==> src/rtl/axonerve_kvs_cmd_issuer.sv <==
// Host-side command issuer for the Axonerve KVS kernel: credit-limited request
// issue, in-order ACK/opcode pairing, buffered responses and sticky error flags.
module axonerve_kvs_cmd_issuer #(
   parameter int unsigned DEPTH   = 8,
   parameter int unsigned TIMEOUT = 1024
) (
   input  logic          I_CLK,
   input  logic          I_RST,
   input  logic          I_REQ_VALID,
   output logic          O_REQ_READY,
   input  logic [2:0]    I_REQ_OP,
   input  logic [127:0]  I_REQ_KEY,
   input  logic [127:0]  I_REQ_MSK,
   input  logic [6:0]    I_REQ_PRI,
   input  logic [31:0]   I_REQ_VALUE,
   output logic          O_CMD_VALID,
   output logic          O_CMD_ERASE,
   output logic          O_CMD_WRITE,
   output logic          O_CMD_READ,
   output logic          O_CMD_SEARCH,
   output logic          O_CMD_UPDATE,
   output logic [127:0]  O_KEY_DAT,
   output logic [127:0]  O_EKEY_MSK,
   output logic [6:0]    O_KEY_PRI,
   output logic [31:0]   O_KEY_VALUE,
   input  logic          I_KVS_READY,
   input  logic          I_KVS_WAIT,
   input  logic          I_KVS_CMD_FULL,
   input  logic          I_KVS_ACK,
   input  logic          I_KVS_ENT_ERR,
   input  logic          I_KVS_SINGLE_HIT,
   input  logic          I_KVS_MULTI_HIT,
   input  logic [31:0]   I_KVS_KEY_VALUE,
   input  logic [15:0]   I_KVS_ENT_ADDR,
   output logic          O_RSP_VALID,
   input  logic          I_RSP_READY,
   output logic [2:0]    O_RSP_OP,
   output logic          O_RSP_HIT,
   output logic          O_RSP_MULTI,
   output logic          O_RSP_ERR,
   output logic [31:0]   O_RSP_VALUE,
   output logic [15:0]   O_RSP_ADDR,
   output logic [6:0]    O_IN_FLIGHT,
   output logic          O_TIMEOUT,
   output logic          O_PROTO_ERR
);

   localparam int unsigned AW = $clog2(DEPTH);
   localparam int unsigned CW = AW + 1;
   localparam int unsigned TW = $clog2(TIMEOUT) + 1;

   typedef enum logic [1:0] {
      WAIT_READY,
      RUN,
      HALT
   } state_t;

   typedef struct packed {
      logic [2:0]  op;
      logic        hit;
      logic        multi;
      logic        err;
      logic [31:0] value;
      logic [15:0] addr;
   } rsp_t;

   state_t         state;
   state_t         state_nxt;

   logic [2:0]     tag_mem [DEPTH];
   logic [AW-1:0]  tag_wr;
   logic [AW-1:0]  tag_rd;

   rsp_t           rsp_mem [DEPTH];
   logic [AW-1:0]  rsp_wr;
   logic [AW-1:0]  rsp_rd;
   logic [CW-1:0]  rsp_count;
   rsp_t           rsp_new;
   rsp_t           rsp_head;

   logic [6:0]     in_flight;
   logic [TW-1:0]  tmo_cnt;
   logic [7:0]     credit_used;

   logic           accept;
   logic           ack_ok;
   logic           ack_bad;
   logic           rsp_pop;
   logic           tmo_hit;

   // Credits cover both in-flight commands and undrained responses, so every
   // ACK always finds a free response slot.
   always_comb begin
      credit_used = {1'b0, in_flight} + 8'(rsp_count);
      O_REQ_READY = (state == RUN) && !I_KVS_WAIT && !I_KVS_CMD_FULL &&
                    (credit_used < 8'(DEPTH));
      accept      = I_REQ_VALID && O_REQ_READY;
      ack_ok      = I_KVS_ACK && (in_flight != '0);
      ack_bad     = I_KVS_ACK && (in_flight == '0);
      O_RSP_VALID = (rsp_count != '0);
      rsp_pop     = O_RSP_VALID && I_RSP_READY;
      tmo_hit     = (in_flight != '0) && (tmo_cnt == TW'(TIMEOUT - 1));
   end

   always_comb begin
      state_nxt = state;
      unique case (state)
         WAIT_READY: if (I_KVS_READY && !I_KVS_WAIT) state_nxt = RUN;
         RUN:        if (tmo_hit) state_nxt = HALT;
         HALT:       state_nxt = HALT;
         default:    state_nxt = WAIT_READY;
      endcase
   end

   always_ff @(posedge I_CLK or posedge I_RST) begin
      if (I_RST) state <= WAIT_READY;
      else       state <= state_nxt;
   end

   always_comb begin
      rsp_new       = '0;
      rsp_new.op    = tag_mem[tag_rd];
      rsp_new.hit   = I_KVS_SINGLE_HIT || I_KVS_MULTI_HIT;
      rsp_new.multi = I_KVS_MULTI_HIT;
      rsp_new.err   = I_KVS_ENT_ERR;
      rsp_new.value = I_KVS_KEY_VALUE;
      rsp_new.addr  = I_KVS_ENT_ADDR;
   end

   // Storage arrays carry no reset; validity is tracked by pointers/counters.
   always_ff @(posedge I_CLK) begin
      if (accept) tag_mem[tag_wr] <= I_REQ_OP;
      if (ack_ok) rsp_mem[rsp_wr] <= rsp_new;
   end

   always_ff @(posedge I_CLK or posedge I_RST) begin
      if (I_RST) begin
         tag_wr      <= '0;
         tag_rd      <= '0;
         rsp_wr      <= '0;
         rsp_rd      <= '0;
         rsp_count   <= '0;
         in_flight   <= '0;
         tmo_cnt     <= '0;
         O_TIMEOUT   <= 1'b0;
         O_PROTO_ERR <= 1'b0;
      end else begin
         if (accept) tag_wr <= tag_wr + 1'b1;
         if (ack_ok) begin
            tag_rd <= tag_rd + 1'b1;
            rsp_wr <= rsp_wr + 1'b1;
         end
         if (rsp_pop) rsp_rd <= rsp_rd + 1'b1;

         unique case ({accept, ack_ok})
            2'b10:   in_flight <= in_flight + 7'd1;
            2'b01:   in_flight <= in_flight - 7'd1;
            default: in_flight <= in_flight;
         endcase

         unique case ({ack_ok, rsp_pop})
            2'b10:   rsp_count <= rsp_count + 1'b1;
            2'b01:   rsp_count <= rsp_count - 1'b1;
            default: rsp_count <= rsp_count;
         endcase

         if (I_KVS_ACK || (in_flight == '0)) tmo_cnt <= '0;
         else                                tmo_cnt <= tmo_cnt + 1'b1;

         if (tmo_hit) O_TIMEOUT   <= 1'b1;
         if (ack_bad) O_PROTO_ERR <= 1'b1;
      end
   end

   // Opcode bits are strobes alongside O_CMD_VALID; key fields hold between commands.
   always_ff @(posedge I_CLK or posedge I_RST) begin
      if (I_RST) begin
         O_CMD_VALID  <= 1'b0;
         O_CMD_SEARCH <= 1'b0;
         O_CMD_WRITE  <= 1'b0;
         O_CMD_ERASE  <= 1'b0;
         O_CMD_UPDATE <= 1'b0;
         O_CMD_READ   <= 1'b0;
         O_KEY_DAT    <= '0;
         O_EKEY_MSK   <= '0;
         O_KEY_PRI    <= '0;
         O_KEY_VALUE  <= '0;
      end else begin
         O_CMD_VALID  <= accept;
         O_CMD_SEARCH <= accept && (I_REQ_OP == 3'd0);
         O_CMD_WRITE  <= accept && (I_REQ_OP == 3'd1);
         O_CMD_ERASE  <= accept && (I_REQ_OP == 3'd2);
         O_CMD_UPDATE <= accept && (I_REQ_OP == 3'd3);
         O_CMD_READ   <= accept && (I_REQ_OP == 3'd4);
         if (accept) begin
            O_KEY_DAT   <= I_REQ_KEY;
            O_EKEY_MSK  <= I_REQ_MSK;
            O_KEY_PRI   <= I_REQ_PRI;
            O_KEY_VALUE <= I_REQ_VALUE;
         end
      end
   end

   always_comb begin
      rsp_head    = O_RSP_VALID ? rsp_mem[rsp_rd] : '0;
      O_RSP_OP    = rsp_head.op;
      O_RSP_HIT   = rsp_head.hit;
      O_RSP_MULTI = rsp_head.multi;
      O_RSP_ERR   = rsp_head.err;
      O_RSP_VALUE = rsp_head.value;
      O_RSP_ADDR  = rsp_head.addr;
      O_IN_FLIGHT = in_flight;
   end

endmodule

==> config.mk <==
export PLATFORM = sky130hd
export DESIGN_NAME = axonerve_kvs_cmd_issuer
export DESIGN_NICKNAME = d
export VERILOG_FILES = /design/src/rtl/axonerve_kvs_cmd_issuer.sv
export SDC_FILE = /design/constraint.sdc
export NUM_CORES = 1
export LEC_CHECK = 0
export CORE_ASPECT_RATIO = 1.75
export CORE_MARGIN = 2
export CORE_UTILIZATION = 30
export CTS_CLUSTER_DIAMETER = 50
export DETAILED_ROUTE_END_ITERATION = 10
export GPL_TIMING_DRIVEN = 0
export SLEW_MARGIN = 20
export SYNTH_ARGS = -nofsm -noshare
export SYNTH_HDL_FRONTEND = slang
export SYNTH_SLANG_ARGS = --single-unit
==> constraint.sdc <==
create_clock -name I_CLK -period 16.2 [get_ports I_CLK]
set_clock_uncertainty 0.15 [all_clocks]
set_input_delay 4.86 -clock I_CLK [delete_from_list [all_inputs] [get_ports I_CLK]]
set_output_delay 4.86 -clock I_CLK [all_outputs]
set_load 0.1 [all_outputs]
Yosys cells after proc, flatten, opt, wreduce, memory -nomap -nowiden

Memory sizes are Yosys's and may differ from the RTL's.
Index checks and enable logic that the tools add are counted.

Word-level logic and storage cells: 83
Latch bits: 0
RAM bits: 456
Output and inout bits: 366
Bits of input ports: 357
Bits in registers: 339
Bits in read-only memories: 0
Memories kept: 2

Memory list:

| name    | depth | width | read ports | clocked after memory_dff | wr ports | line | text |
|---|---|---|---|---|---|---|---|
| rsp_mem | 8     | 54    | 1          | 0                        | 1        | 74   | `rsp_t rsp_mem [DEPTH];` |
| tag_mem | 8     | 3     | 1          | 0                        | 1        | 70   | `logic [2:0] tag_mem [DEPTH];` |

$lt $le $gt $ge: 1
Shift-type cells: 0
Multiply operators: 0
Multiplexer cells: 11
$add $sub $neg: 10
Bitwise gates (word level): 0
Eq/ne operators: 13
Div/mod/pow operators: 0
Reduce and logical (&&, ||, !) cells: 26

Operators with widths:

| kind                                                       | number |
|---|---|
| 2-to-1 mux 54 bit                                          | 1 |
| logical AND 1 bit                                          | 14 |
| case mux 7 bit (2 select lines)                            | 1 |
| adder 3 x 1 -> 3 bit, second input constant                | 4 |
| adder 11 x 1 -> 11 bit, second input constant              | 1 |
| == test 11 x 10 -> 1 bit, second input constant            | 1 |
| 2-to-1 mux 11 bit                                          | 1 |
| adder 7 x 4 -> 8 bit                                       | 1 |
| less-than comparator 8 x 4 -> 1 bit, second input constant | 1 |
| case mux 4 bit (2 select lines)                            | 1 |
| adder 7 x 1 -> 7 bit, second input constant                | 1 |
| zero test 7 bit                                            | 1 |
| nonzero test 7 bit                                         | 1 |
| subtractor 7 x 1 -> 7 bit, second input constant           | 1 |
| == test 2 x 1 -> 1 bit, second input constant              | 3 |
| == test 2 bit, second input constant                       | 3 |
| == test 3 x 2 -> 1 bit, second input constant              | 2 |
| case mux 2 bit (3 select lines)                            | 1 |
| adder 4 x 1 -> 4 bit, second input constant                | 1 |
| 2-to-1 mux 1 bit                                           | 4 |
| 2-to-1 mux 2 bit                                           | 2 |
| != test 2 bit, second input constant                       | 2 |
| nonzero test 2 bit                                         | 2 |
| nonzero test 4 bit                                         | 1 |
| other kinds (8)                                            | 10 |

Logic depth before layout (Yosys ltp)

Gate-level depths: netlist (run 1).

Depth after elaboration: 7
Depth in mapped cells: 13
Depth with buffers taken out: 12

Least setup slack after synthesis (run 1)

OpenSTA, ideal clock, no wires.

Path type: input-to-reg
Start: input I_KVS_ACK
End: memory rsp_mem[4][0] in the netlist's numbering, enable pin
Stages on the path: 2
Path buffers: 0
Arrival: 10.611 ns
Library setup time: 0.619 ns
Required time: 15.431 ns
Setup slack: 4.820 ns
Cell sequence: nand2_1 > nor4b_1

Word-level cells in the longest chain between the ends: 3

Ends and longest elaborated chain:

| what                                   | line | text |
|---|---|---|
| start, declared                        | 29   | `input logic I_KVS_ACK,` |
| logical AND 1 bit                      | 98   | `ack_ok = I_KVS_ACK && (in_flight != '0);` |
| 2-to-1 mux 1 bit                       | 133  | `if (ack_ok) rsp_mem[rsp_wr] <= rsp_new;` |
| 2-to-1 mux 1 bit (not written as such) | 133  |  |
| end, declared                          | 74   |  |

No other way between the ends.

Worst setup path in the final report (run 1)

Start: input I_KVS_WAIT
End: output O_REQ_READY

Word-level cells in the longest chain between the ends: 4

Ends and longest elaborated chain:

| what                           | line | text |
|---|---|---|
| start, declared                | 27   | `input logic I_KVS_WAIT,` |
| zero test 1 bit                | 95   | `O_REQ_READY = (state == RUN) && !I_KVS_WAIT && !I_KVS_CMD_FULL &&` |
| logical AND 1 bit (3 in a row) | 95   |  |
| end, declared                  | 10   | `output logic O_REQ_READY,` |

No other way between the ends.

==> results of run 1 <==
## sequential cells by signal (all words and copies together), names as in the netlist, 2 cells and up
signal / cells
rsp_wr: 3
O_KEY_DAT: 128
tag_mem: 24
tag_rd: 3
O_KEY_PRI: 7
state: 2
O_IN_FLIGHT: 7
O_KEY_VALUE: 32
rsp_mem: 432
tag_wr: 3
rsp_rd: 3
tmo_cnt: 11
O_EKEY_MSK: 128
rsp_count: 4
## cell families after synthesis
kind of cell / synth area share
AO/OA/AOI/OAI: 0.006268
XOR/XNOR: 0.006664
adder cells (fa/ha/maj): 0.009202
buffers and inverters: 0.01801
flip-flops: 0.7030
multiplexers: 0.2338
AND/OR/NAND/NOR: 0.02305
## cell type report
class	count	area, sq um	share of cell area
antenna	18	45.04	0.001031
tap	1351	1690	0.03867
clock inverter	43	494.2	0.01131
buffer	77	508.0	0.01162
inverter	16	67.56	0.001546
sequential	795	22180	0.5074
timing repair buffer	799	7631	0.1746
multi-input combinational	692	8846	0.2024
clock buffer	105	2250	0.05147
## final timing paths
check                           cells after the start              end           start
worst min register to register                      1      O_PROTO_ERR     O_PROTO_ERR
worst min-delay path                                1      O_PROTO_ERR     O_PROTO_ERR
min in group asynchronous                           2  O_KEY_VALUE[22]           I_RST
worst max-delay path                                4      O_REQ_READY      I_KVS_WAIT
worst max register to register                     12   rsp_mem[4][36]  O_IN_FLIGHT[1]
max in group asynchronous                           5     rsp_count[3]           I_RST
## through the flow
step	hold slack, ns	instance area, sq um	cells	setup TNS [ns]
after global placement	0.2995	40460	3653	-1253.33
after CTS	0.3191	43660	3878	0
after detailed placement	0.3007	40920	3730	0
after global routing	0.3406	43680	3886	0
final	0.3149	43710	3896	0
after floorplan	0.3049	31540	1580	0
## worst register-to-register path: cells and delay by family (launching register included)
family | cells | cell delay [ns]
DFF | 1 | 0.50
and+or+nand+nor | 4 | 1.13
buffers and inverters | 8 | 1.76
## Yosys cell counts (all sizes together), types with 2 or more instances
| library cell | number | area (sq um) |
|---|---|---|
| and4 | 2 | 17.52 |
| nor2b | 3 | 18.77 |
| nor4 | 6 | 52.55 |
| buf | 55 | 425.4 |
| a21o | 6 | 45.04 |
| o311ai | 3 | 26.28 |
| nand3 | 9 | 45.04 |
| nor2 | 74 | 277.8 |
| clkbuf | 22 | 82.58 |
| nor3b | 7 | 52.55 |
| nor4b | 8 | 76.32 |
| ha | 20 | 250.2 |
| nor3 | 6 | 35.03 |
| mux2 | 302 | 4227 |
| xnor2 | 13 | 113.9 |
| a21oi | 4 | 20.02 |
| and2 | 2 | 12.51 |
| xor2 | 11 | 96.34 |
| inv | 16 | 60.06 |
| dfrtp | 339 | 8483 |
| mux4 | 114 | 2567 |
| mux2i | 58 | 580.6 |
| fa | 2 | 40.04 |
| nand4 | 3 | 18.77 |
| nand2 | 17 | 66.32 |
| o21ai | 6 | 30.03 |
| edfxtp | 456 | 13690 |
## layer usage
layer / up-vias / GRT usage
met1: 9131 / 0.1705
li1: 7872 / -
met2: 634 / 0.3905
met4: 50 / 0.1275
met5: - / 0
met3: 202 / 0.07473
==> results.py, run 1 <==
metrics = {
    "outcome": {
        "status": "complete, no violations",
    },
    "timing": {
        "fmax_ghz": 0.08234,
        "slew_viol_final": 0,
        "finalSetupViolations": 0,
        "period_minus_slack_ns": 12.15,
        "max_slew_margin": 0.2068,
        "hold_viol_final": 0,
        "fin_ws_ns": 4.055,
        "rsz0062_at_grt": "false",
        "fin_crit_sh": 0.7497,
        "tightestPinTransition_ns": 1.186,
    },
    "global_routing": {
        "antenna_found_initial": 47,
        "grt_max_degree": 106,
        "track_usage": 0.2019,
        "grt.overflow.total": 0,
        "grt_pass1_vias": 19840,
        "grt_first_pass_wirelength_um": 152500,
    },
    "synth": {
        "ys_warn_count": 0,
        "synthCells": 1580,
        "ys.flop_type": "edfxtp_1",
        "ys_types": 53,
        "synth_area_per_cell_sq_um": 19.96,
        "async_flop_share": 0.4264,
        "ys_seq_area_frac": 0.7030,
        "synth-seq-cells": 795,
        "syn_area_sq_um": 31540,
        "synth_edf_count": 456,
        "synth_nets": 1959,
    },
    "cts": {
        "numCtsBuffers": 82,
        "cts.repair_timing.setup_buffer_count": 0,
        "cts-root-buf": "clkbuf_16",
        "path_clk_slew_ns": 0.06,
        "tritoncts": "yes",
        "ctsResizeCount": 0,
        "clkLatencyLatePin_ns": 0.68,
        "h-tree-depth": 3,
        "clkSinkCount": 795,
        "clk_path_buf_depth": 3,
        "cts_hold_buf": 0,
    },
    "floorplanning": {
        "start_util": 0.3018,
        "core_sq_um": 104500,
        "die-area_sq_um": 107900,
        "fp-row-count": 157,
        "io_pins": 723,
        "die_h_um": 433.0,
        "dieWidth_um": 249.1,
    },
    "routing": {
        "vias_per_cell": 4.592,
        "vias": 17890,
        "dr_wl_met3_um": 9110,
        "drt_drc_violations_left": 0,
        "met2_length_um": 61390,
        "wl_met1_um": 32250,
        "ant_nets": 0,
        "drt-total-wl_um": 110100,
        "drtIter0Drc": 677,
        "drt_pass1_iterations": 4,
        "post_drt_wl_per_cell_um": 28.25,
        "top_layer": "met5",
    },
    "worst_setup_path": {
        "crit_family": "buffers and inverters",
        "crit_path_start_kind": "input port",
        "cp.required_ns": 11.19,
        "path_max_fanout": 4,
        "path_class": "in2out",
        "endpoint_kind": "output pin",
        "ff2ff_setup_slack_ns": 12.35,
        "crit_buf_inv": 2,
        "critPathMaxStageDelay_ns": 1.17,
        "cp.arrival_ns": 7.14,
        "path_cells": "clkdlybuf4s50_1 > nor4b_2 > o2111a_2 > clkdlybuf4s50_1",
        "cpMaxStageDelayCell": "clkdlybuf4s50_1",
        "worst_path_most_repeated_cell": "clkdlybuf4s50_1",
    },
    "placement": {
        "dp_slack_ns": 4.051,
        "port_buffers": 722,
        "gp_congestion": 0.9398,
        "dp_hpwl_um": 89250,
    },
    "job": {
        "maxCapViolations": 0,
    },
    "layout": {
        "fin_util": 0.4182,
        "area_delta_synth_final_pct": 38.56,
        "fin_nets": 2842,
        "final_common_cell": "clkdlybuf4s50_1",
        "fillers": 9421,
        "drive_above_1_share": 0.2905,
        "layout_common_cells": "clkdlybuf4s50_1, edfxtp_1, dfrtp_1, mux2_4, mux4_2",
    },
    "min_path": {
        "hp-class": "reg2reg",
    },
}
Power of run 1 is not shown: default switching activity piles up to over one toggle a cycle in this logic, so the estimate is an artifact.
==> run 2, diff against run 1 <==
==> constraint.sdc (replaced) <==
create_clock -name I_CLK -period 10.8 [get_ports I_CLK]
set_clock_uncertainty 0.15 [all_clocks]
set_input_delay 3.24 -clock I_CLK [delete_from_list [all_inputs] [get_ports I_CLK]]
set_output_delay 3.24 -clock I_CLK [all_outputs]
set_load 0.1 [all_outputs]
==> run 2 against run 1 <==
Sequential cell count unchanged; via count increased by 1.4%; wire length shrank 0.77%; setup slack worse by 2.2 ns; global-route usage is 0.17 points lower; register-to-register slack lost 5.3 ns; first-iteration DRC count up 16%; final cell count increased by 0.31%; core utilization rose by 0.41 points; clock-buffer cell count is 14 higher; critical path depth is the same; cell area rose by 0.98%.
==> results.py, run 2 (synthesized netlist as in run 1, its figures left out) <==
metrics = {
    "outcome": {
        "status": "complete, no violations",
    },
    "worst_setup_path": {
        "crit_family": "buffers and inverters",
        "path_cells": "clkdlybuf4s50_1 > nor4b_2 > o2111a_2 > clkdlybuf4s50_1",
        "critPathMaxStageDelay_ns": 1.18,
        "path_max_fanout": 4,
        "crit_buf_inv": 2,
        "cpMaxStageDelayCell": "clkdlybuf4s50_1",
        "crit_path_start_kind": "input port",
        "cp.required_ns": 7.41,
        "cp-startpoint": "I_KVS_WAIT",
        "cp.arrival_ns": 5.54,
        "worst_path_most_repeated_cell": "clkdlybuf4s50_1",
        "endpoint_kind": "output pin",
        "reg2reg_from": "O_IN_FLIGHT[0]",
        "path_class": "in2out",
    },
    "floorplanning": {
        "core_sq_um": 104500,
        "dieWidth_um": 249.1,
        "die-area_sq_um": 107900,
        "fp-row-count": 157,
        "start_util": 0.3018,
        "io_pins": 723,
        "die_h_um": 433.0,
    },
    "routing": {
        "wl_met1_um": 33670,
        "vias": 18140,
        "vias_per_cell": 4.642,
        "ant_nets": 0,
        "drt_pass1_iterations": 4,
        "drt_drc_violations_left": 0,
        "dr_wl_met3_um": 9443,
        "drt-total-wl_um": 109200,
        "drtIter0Drc": 785,
        "top_layer": "met5",
        "met2_length_um": 60150,
        "post_drt_wl_per_cell_um": 27.95,
    },
    "timing": {
        "slew_viol_final": 0,
        "tightestPinTransition_ns": 1.214,
        "fin_crit_sh": 0.8266,
        "hold_ws_ns": 0.3267,
        "finalSetupViolations": 0,
        "hold_viol_final": 0,
        "fmax_ghz": 0.1120,
        "period_minus_slack_ns": 8.927,
        "max_slew_margin": 0.1883,
        "fin_setup_tns_ns": 0,
        "rsz0062_at_grt": "false",
    },
    "layout": {
        "largest_reg_flops": 432,
        "final_common_cell": "clkdlybuf4s50_1",
        "layout_common_cells": "clkdlybuf4s50_1, edfxtp_1, dfrtp_1, mux2_4, mux4_2",
        "drive_above_1_share": 0.2909,
        "area_delta_synth_final_pct": 39.92,
        "fin_nets": 2851,
        "registers.top_by_ff_count": "rsp_mem",
        "reg_top3": "rsp_mem x432, O_EKEY_MSK x128, O_KEY_DAT x128",
    },
    "global_routing": {
        "track_usage": 0.2002,
        "grt.overflow.total": 0,
        "antenna_found_initial": 56,
        "grt_first_pass_wirelength_um": 152100,
        "grt_max_degree": 33,
        "grt_pass1_vias": 19850,
    },
    "cts": {
        "ctsResizeCount": 0,
        "path_clk_slew_ns": 0.06,
        "clk_path_buf_depth": 3,
        "clkSinkCount": 795,
        "clkLatencyLatePin_ns": 0.67,
        "h-tree-depth": 3,
        "cts-root-buf": "clkbuf_16",
        "cts_hold_buf": 0,
        "cts.repair_timing.setup_buffer_count": 0,
        "numCtsBuffers": 82,
        "tritoncts": "yes",
    },
    "job": {
        "maxCapViolations": 0,
    },
    "min_path": {
        "min_from": "O_PROTO_ERR",
        "hp-class": "reg2reg",
    },
    "placement": {
        "gp_congestion": 0.9429,
        "dp_hpwl_um": 89090,
        "port_buffers": 722,
    },
}
run 2: per-layer routing:
| metal | up-vias | GRT usage |
|---|---|---|
| li1 | 7918 | - |
| met1 | 9242 | 0.1809 |
| met2 | 696 | 0.3813 |
| met3 | 221 | 0.07755 |
| met4 | 64 | 0.1039 |
| met5 | - | 0 |
run 2: cell type report:
cell class | instances | area [sq um]
diodes | 17 | 42.54
plain buffers | 77 | 508.0
clock buffers | 119 | 2396
clock inverters | 33 | 538.0
fillers | 9317 | 60370
inverters | 16 | 63.81
multi-input cells | 692 | 8846
flip-flops and latches | 795 | 22180
well taps | 1351 | 1690
repair buffers | 808 | 7876
run 2: worst paths after layout:
kind                             endpoint  slack, ns  depth (start not counted)
max                           O_REQ_READY       1.87                          4
min                           O_PROTO_ERR       0.33                          1
max reg2reg                rsp_mem[5][40]       7.08                         12
max in group asynchronous  O_IN_FLIGHT[4]       5.26                         12
min in group asynchronous  O_EKEY_MSK[92]       2.73                          2
min reg2reg                   O_PROTO_ERR       0.33                          1
run 2: worst register-to-register path, stage by stage (launching register included):
cell     delay [ns]
dfrtp_1        0.47
nor4_1         0.14
nand2_1        0.11
nand2_1        0.21
inv_2          0.24
nand2_1        0.21
nor3b_2        0.64
buf_6          0.24
buf_6          0.15
buf_4          0.20
buf_4          0.22
buf_4          0.22
buf_4          0.22
run 2: stage by stage:
stage	cell area, sq um	std cells	setup slack (ns)	utilization
global placement	40470	3653	-6.232	0.3872
CTS	44090	3891	1.851	0.4219
finish	44140	3908	1.873	0.4223
detailed placement	41160	3739	1.858	0.3939
global route	44100	3893	1.807	0.4220
floorplan	31550	1580	1.040	-
Power of run 2 is left out for the same reason.
